**src/rtl/seg7_pkg.sv**
```systemverilog
// Shared constants and hex->segment table for the 7-segment scan driver.
// Latency: n/a (package only).
// Backpressure: n/a.
// Contents: SEG_BLANK / AN_OFF idle patterns, seg7_hex() nibble decode.
package seg7_pkg;

    // All segments dark ({g,f,e,d,c,b,a}, active low).
    localparam logic [6:0] SEG_BLANK = 7'h7F;
    // All digit anodes disabled (active low).
    localparam logic [7:0] AN_OFF    = 8'hFF;

    // Active-low segment pattern for one hex nibble, bit order {g,f,e,d,c,b,a}.
    function automatic logic [6:0] seg7_hex(input logic [3:0] nib);
        logic [6:0] s;
        case (nib)
            4'h0: s = 7'h40;
            4'h1: s = 7'h79;
            4'h2: s = 7'h24;
            4'h3: s = 7'h30;
            4'h4: s = 7'h19;
            4'h5: s = 7'h12;
            4'h6: s = 7'h02;
            4'h7: s = 7'h78;
            4'h8: s = 7'h00;
            4'h9: s = 7'h10;
            4'hA: s = 7'h08;
            4'hB: s = 7'h03;
            4'hC: s = 7'h46;
            4'hD: s = 7'h21;
            4'hE: s = 7'h06;
            default: s = 7'h0E;
        endcase
        return s;
    endfunction

endpackage

```
**src/rtl/seg7_hex_dec.sv**
```systemverilog
// Combinational hex nibble to active-low 7-segment pattern.
// Latency: 0 cycles (pure combinational).
// Backpressure: none; output follows input.
// Ports: nibble (4, in) hex digit; seg (7, out) {g,f,e,d,c,b,a} active low.
module seg7_hex_dec (
    input  logic [3:0] nibble,
    output logic [6:0] seg
);
    import seg7_pkg::*;

    assign seg = seg7_hex(nibble);

endmodule

```
**src/rtl/seg7_scan_driver.sv**
```systemverilog
// Scans a 32-bit word onto an 8-digit multiplexed 7-segment display as hex.
// Latency: outputs registered, lagging the slot counter/digit index by 1 cycle.
// Backpressure: none; value is snapshotted once per frame, freeze holds snapshot.
// Ports: clk, rst_n (async, active low); value[31:0] word to show; dp[7:0] live
//        decimal points; blank_lz leading-zero blanking; freeze hold snapshot;
//        an[7:0]/seg[6:0]/dp_n active-low display drives; frame_done 1-cycle pulse.
module seg7_scan_driver #(
    parameter int DIV_CNT    = 100000,
    parameter int DEAD_CYC   = 2,
    parameter int NUM_DIGITS = 8
) (
    input  logic        clk,
    input  logic        rst_n,
    input  logic [31:0] value,
    input  logic [7:0]  dp,
    input  logic        blank_lz,
    input  logic        freeze,
    output logic [7:0]  an,
    output logic [6:0]  seg,
    output logic        dp_n,
    output logic        frame_done
);
    import seg7_pkg::*;

    localparam int CNT_W = (DIV_CNT > 1) ? $clog2(DIV_CNT) : 1;

    logic [CNT_W-1:0] cnt_q, cnt_d;
    logic [2:0]       idx_q, idx_d;
    logic [31:0]      shadow_q, shadow_d;
    logic [7:0]       an_q, an_d;
    logic [6:0]       seg_q, seg_d;
    logic             dp_n_q, dp_n_d;
    logic             frame_done_q, frame_done_d;

    logic             slot_end;
    logic             frame_end;
    logic             dead;
    logic             lz_blank;
    logic [31:0]      upper;
    logic [3:0]       cur_nib;
    logic [6:0]       dec_seg;

    assign slot_end  = (cnt_q == CNT_W'(DIV_CNT - 1));
    assign frame_end = slot_end && (idx_q == 3'(NUM_DIGITS - 1));

    // Signed compare keeps DEAD_CYC=0 a clean "never dead" case.
    assign dead = (int'(cnt_q) < DEAD_CYC);

    // Current digit and everything above it; all-zero above means a leading zero.
    assign upper    = shadow_q >> {idx_q, 2'b00};
    assign cur_nib  = upper[3:0];
    assign lz_blank = blank_lz && (idx_q != 3'd0) && (upper == 32'd0);

    seg7_hex_dec u_hex_dec (
        .nibble (cur_nib),
        .seg    (dec_seg)
    );

    // Slot counter, digit index and frame snapshot.
    always_comb begin
        cnt_d        = cnt_q + CNT_W'(1);
        idx_d        = idx_q;
        shadow_d     = shadow_q;
        frame_done_d = frame_end;
        if (slot_end) begin
            cnt_d = '0;
            idx_d = (idx_q == 3'(NUM_DIGITS - 1)) ? 3'd0 : idx_q + 3'd1;
        end
        // freeze only matters at the boundary, so mid-frame toggles are inert.
        if (frame_end && !freeze) begin
            shadow_d = value;
        end
    end

    // Display drive; blanking (dead time or leading zero) overrides dp.
    always_comb begin
        an_d   = AN_OFF;
        seg_d  = SEG_BLANK;
        dp_n_d = 1'b1;
        if (!dead && !lz_blank) begin
            an_d   = ~(8'b1 << idx_q);
            seg_d  = dec_seg;
            dp_n_d = ~dp[idx_q];
        end
    end

    always_ff @(posedge clk or negedge rst_n) begin
        if (!rst_n) begin
            cnt_q        <= '0;
            idx_q        <= 3'd0;
            shadow_q     <= 32'd0;
            an_q         <= AN_OFF;
            seg_q        <= SEG_BLANK;
            dp_n_q       <= 1'b1;
            frame_done_q <= 1'b0;
        end else begin
            cnt_q        <= cnt_d;
            idx_q        <= idx_d;
            shadow_q     <= shadow_d;
            an_q         <= an_d;
            seg_q        <= seg_d;
            dp_n_q       <= dp_n_d;
            frame_done_q <= frame_done_d;
        end
    end

    assign an         = an_q;
    assign seg        = seg_q;
    assign dp_n       = dp_n_q;
    assign frame_done = frame_done_q;

endmodule
```
**config.mk**
```make
export PLATFORM = sky130hd
export DESIGN_NAME = seg7_scan_driver
export DESIGN_NICKNAME = d
export VERILOG_FILES = /design/src/rtl/seg7_pkg.sv /design/src/rtl/seg7_hex_dec.sv /design/src/rtl/seg7_scan_driver.sv
export SDC_FILE = /design/constraint.sdc
export NUM_CORES = 1
export LEC_CHECK = 0
export CORE_MARGIN = 8
export CORE_UTILIZATION = 40
export CTS_CLUSTER_SIZE = 8
export DETAILED_ROUTE_END_ITERATION = 16
export PLACE_DENSITY = 0.65
export SLEW_MARGIN = 25
export SYNTH_ARGS = -nofsm -noshare
export SYNTH_HDL_FRONTEND = slang
export SYNTH_SLANG_ARGS = --single-unit
export TNS_END_PERCENT = 1
```
**constraint.sdc**
```tcl
create_clock -name clk -period 2.7 [get_ports clk]
set_clock_uncertainty 0.05 [all_clocks]
set_input_delay 0.54 -clock clk [delete_from_list [all_inputs] [get_ports clk]]
set_output_delay 0.54 -clock clk [all_outputs]
set_load 0.05 [all_outputs]
```
Word level (Yosys, flattened, before mapping)

Memories as Yosys holds them, arrays and structs flattened.
Index checks and enable logic that the tools add are counted.

Add/sub/neg operators: 2
Multipliers: 0
Div/mod/pow operators: 0
$lt $le $gt $ge: 2
Eq/ne operators: 2
Shift-type cells: 2
Muxes and demuxes: 7
Bitwise operators: 2
Reduce and logical (&&, ||, !) cells: 10

Operators with widths:

| operator                | count |
|---|---|
| $logic_not A32 Y1       | 1 |
| $shr A32 B5 Y32         | 1 |
| $add A17 B1 Y17 const B | 1 |
| $eq A17 B17 Y1 const B  | 1 |
| $lt A17 B2 Y1 const B   | 1 |
| $mux W17                | 1 |
| $mux W8                 | 1 |
| $not A8 Y8              | 1 |
| $shl A1 B3 Y8 const A   | 1 |
| $mux W7                 | 1 |
| $logic_and A1 B1 Y1     | 5 |
| $lt A3 B4 Y1 const B    | 1 |
| $add A3 B1 Y3 const B   | 1 |
| $bmux W1 S3             | 1 |
| $eq A3 B3 Y1 const B    | 1 |
| $logic_not A1 Y1        | 3 |
| $mux W3                 | 1 |
| $reduce_bool A3 Y1      | 1 |
| $mux W1                 | 2 |
| $not A1 Y1              | 1 |

Register bits after elaboration: 69
Latch bits: 0
RAM bits: 0
Bits in read-only memories: 112
Word-level logic and storage cells: 35
Memories: 1

Memories:

| name            | words | width | read ports | clocked after Yosys merged registers in | wr ports | line           | RTL |
|---|---|---|---|---|---|---|---|
| (no name shown) | 16    | 7     | 1          | 0                                       | 0        | seg7_pkg.sv:15 | `case (nib)` |

Longest topological paths before layout

Depth in word-level cells: 6
Gate-level depth with buffers: 12

By module

Synthesis repeated with hierarchy kept, for this count alone.

Cells, all modules: 314
Area, all modules: 3759.9 um^2

Modules (own cells, without submodules):

| module           | instances | cells each | area an instance (um^2) |
|---|---|---|---|
| seg7_scan_driver | 1         | 282        | 3484.6 |
| seg7_hex_dec     | 1         | 32         | 275.3 |

Worst setup path before layout

Ideal clock, no wire load.

Path type: reg-to-reg
From: register idx_q[0]
To: register dp_n_q, in the netlist dp_n
Data arrival time: 2.652 ns
Slack: -0.065 ns
Stages on the path, launching flop included: 11
Buffers on the path: 2
Cell sequence: dfrtp_1 > buf_4 > buf_4 > mux4_2 > mux2_2 > inv_2 > ha_1 > o2111ai_1 > nor4_4 > and2_4 > o32a_1

Longest elaborated chain between the ends: 6

Ends and longest elaborated chain:

| item                                                            | line                                           | RTL |
|---|---|---|
| from (decl)                                                     | seg7_scan_driver.sv:28                         | `logic [2:0] idx_q, idx_d;` |
| from (signal assigned)                                          | seg7_scan_driver.sv:98                         | `idx_q <= idx_d;` |
| $shr A32 B5 Y32 / $reduce_bool A3 Y1 (equally long branches)    | seg7_scan_driver.sv:50, seg7_scan_driver.sv:52 |  |
| $logic_not A32 Y1 / $logic_and A1 B1 Y1 (equally long branches) | seg7_scan_driver.sv:52                         | `assign lz_blank = blank_lz && (idx_q != 3'd0) && (upper == 32'd0);` |
| $logic_and A1 B1 Y1                                             | seg7_scan_driver.sv:52                         |  |
| $logic_not A1 Y1                                                | seg7_scan_driver.sv:80                         | `if (!dead && !lz_blank) begin` |
| $logic_and A1 B1 Y1                                             | seg7_scan_driver.sv:80                         |  |
| $mux W1 *                                                       | seg7_scan_driver.sv:80                         |  |
| via dp_n_d                                                      | seg7_scan_driver.sv:32                         | `logic dp_n_q, dp_n_d;` |
| to (signal assigned)                                            | seg7_scan_driver.sv:102                        | `dp_n_q <= dp_n_d;` |
| to (decl)                                                       | seg7_scan_driver.sv:32                         |  |

The timed path passes the listed nets; every way through them passes the cells marked *. The select of a mux whose other input is x is not followed.
A chain may end at the register's enable or synchronous reset.

Worst setup path after layout

From: register idx_q[1]
To: register dp_n_q, in the netlist dp_n

The elaborated chain is that of the path after synthesis.

==> flow_summary.yaml <==
status:
  outcome: "completed"
routing:
  wl_per_cell_um: 16.3
  drtIter0Drc: 125
  dr.pass1.iters: 4
  vias_per_cell: 5.24
  wl_um: 8020
  route.detailed.drc: 0
  vias: 2571
  ant_nets: 0
sta:
  rsz0062_at_grt: "no"
  setup_viol: 0
  hold_violations: 0
  min_period_over_period: 0.952
  hold_slack_ns: 0.130
  min_period_ns: 2.57
  drv_slew: 0
  worstMarginPinSlew_ns: 0.555
  clock.fmax_ghz: 0.389
  max_slew_margin: 0.630
  setup_tns_ns: 0
logic_synthesis:
  muxShareOfSynthArea: 0.188
  synth_seq_area_share: 0.481
  synth_nets: 359
  synth_area_leaders: "dfrtp_1 37%, dfstp_2 12%, mux2_2 8.7%, mux4_2 5.6%, ha_1 4.5%"
  yosys-top-cells-count: "53 x dfrtp_1, 28 x mux2_2, 26 x nor2_1, 24 x nand2_1, 16 x dfstp_2"
  syn-mean-instance-area_um2: 12.0
  yosys.area_share.simple: 0.148
  synth_compound_area_frac: 0.0679
  synth_edf_count: 0
  synth_top_cell_area_share: 0.365
  ys.warnings.count: 0
  synth-xor-area-share: 0.0338
  ys_ff_latch: 69
  yosysMostFrequentCell: "dfrtp_1"
  syn_area_mm2: 0.00363
  synthAdderAreaFrac: 0.0448
  syn_inst: 302
  synth_top_family_by_area: "multiplexers"
  synth_cell_types: 53
  async_reset_ff_frac: 1.00
  synthFlopType: "dfrtp_1"
  yosys.area.top_type: "dfrtp_1"
global_route:
  antenna_found_initial: 0
  grtUsageTotal: 0.134
  grt_pass1_vias: 2734
  grt_pass1_wl_um: 13700
  grt.overflow.total: 0
  grt_max_degree: 33
clock_tree:
  post-cts-setup-buffers: 0
  cts_resized: 0
  cts-root-buf: "clkbuf_8"
  cts_made_buffers: 9
  cts_hold_buf: 0
  insertion_delay_ns: 0.34
  clock_path_buffers: 2
  clkSlewWorstSetupHoldPaths_ns: 0.08
  cts_tree: "done"
  htreeDepth: 3
  clock_sinks: 69
placement:
  place.gp.congestion: 0.898
  place_inst: 475
  dpl.hpwl_um: 6170
  port_buffers: 60
finish:
  final_nets: 435
  syn2layout_area_growth_pct: 27.2
  final-instance-count-excl-fill: 491
  register_area_mm2: 0.00175
  fillers: 819
  multi_input_area_mm2: 0.00176
  layout-drive-gt1-share: 0.256
  diodes: 0
floorplanning:
  start_util: 0.414
  core_mm2: 0.00876
  dieArea_mm2: 0.0124
  die_w_um: 111
  io_pins: 61
  die_h_um: 111
  num_rows: 34
setup_path:
  crit_fanout: 11
  crit_required_ns: 2.93
  crit_arrival_ns: 2.80
  cp-start-kind: "flop"
  end_kind: "flop"
  worst-setup-path-type: "reg -> reg"
  r2r_cells: 8
hold_path:
  hp-class: "in -> async"
job:
  maxCapViolations: 0
power_and_ir_drop:
  power_density_mw_per_mm2: 439
  leakagePower_nw: 2.02
  vdd_drop_max_mv: 0.243
-- cell usage in the layout, fill, tap and decap left out, drive strengths merged, types with 4 or more instances in the layout --
cell type | Yosys | routed
clkdlybuf4s50 | 0 | 59
dfrtp | 53 | 53
mux2 | 33 | 33
nor2 | 26 | 26
nand2 | 25 | 25
buf | 11 | 19
dfstp | 16 | 16
ha | 13 | 13
clkbuf | 2 | 12
mux2i | 11 | 11
nand3 | 10 | 10
xor2 | 10 | 10
nor4 | 10 | 10
mux4 | 9 | 9
o21ai | 8 | 8
inv | 7 | 7
a21oi | 5 | 5
nand4 | 4 | 4
xnor2 | 4 | 4
nor2b | 4 | 4
-- path summary, 6_finish.rpt --
kind	slack, ns	end	startpoint
min in group clk	0.44	cnt_q[14]$_DFF_PN0_	cnt_q[14]$_DFF_PN0_
min reg2reg	0.44	cnt_q[14]$_DFF_PN0_	cnt_q[14]$_DFF_PN0_
max	0.13	dp_n$_DFF_PN1_	idx_q[1]$_DFFE_PN0N_
max in group asynchronous	1.68	seg[3]$_DFF_PN1_	rst_n
min	0.13	shadow_q[22]$_DFFE_PN0P_	rst_n
max reg2reg	0.13	dp_n$_DFF_PN1_	idx_q[1]$_DFFE_PN0N_
-- critical path, stage by stage (launching register included) --
cell and delay, ns:
dfrtp_1 0.62, mux4_2 0.39, mux2_2 0.30, inv_2 0.06, ha_1 0.16, o2111ai_1 0.16, nor4_4 0.39, and2_4 0.22
o32a_1 0.15
-- cell type report --
type                    instances  share of cell area
multi-input cells             213               0.380
flip-flops and latches         69               0.378
repair buffers                 78               0.161
clock buffers                  12              0.0293
well taps                     108              0.0293
clock inverters                 4              0.0157
inverters                       7             0.00623
-- sequential cells by signal (all words and copies together) (netlist names) --
signal / flops
an: 8
cnt_q: 17
dp_n: 1
frame_done: 1
idx_q: 3
seg: 7
shadow_q: 32
-- stage by stage --
step	util	cell area, µm²	setup slack (ns)	power [W]
2_1_floorplan	-	3630	0.0212	0.00106
3_3_place_gp	0.503	4410	0.131	0.00115
3_5_place_dp	0.503	4410	0.0763	0.00115
4_1_cts	0.527	4620	0.0457	0.00206
5_1_grt	0.527	4620	0.0535	0.00211
6_report	0.527	4620	0.129	0.00203
-- layer usage --
metal  GRT usage  part of all wire  vias to the layer above
met2       0.204              0.45                       74
met4      0.0436             0.013                        0
met1       0.175              0.47                     1234
met3      0.0455             0.061                        9
li1            -                 -                     1254
met5           0                 0                        -
-- where the power goes --
group	internal, W	switching [W]
sequential	0.00104	0.000000217
combinational	0.0000592	0.0000333
clock	0.000520	0.000381
-- logic make-up (layout without fill, tap and decap cells) --
group / count (synthesis) / count (layout)
and+or+nand+nor: 100 / 100
DFF: 69 / 69
muxes: 53 / 53
AOI/OAI and AO/OA: 33 / 33
buffers and inverters: 20 / 101
xor gates and xnor gates: 14 / 14
adders and majority gates: 13 / 13
Power figures use the tool's default switching activity.
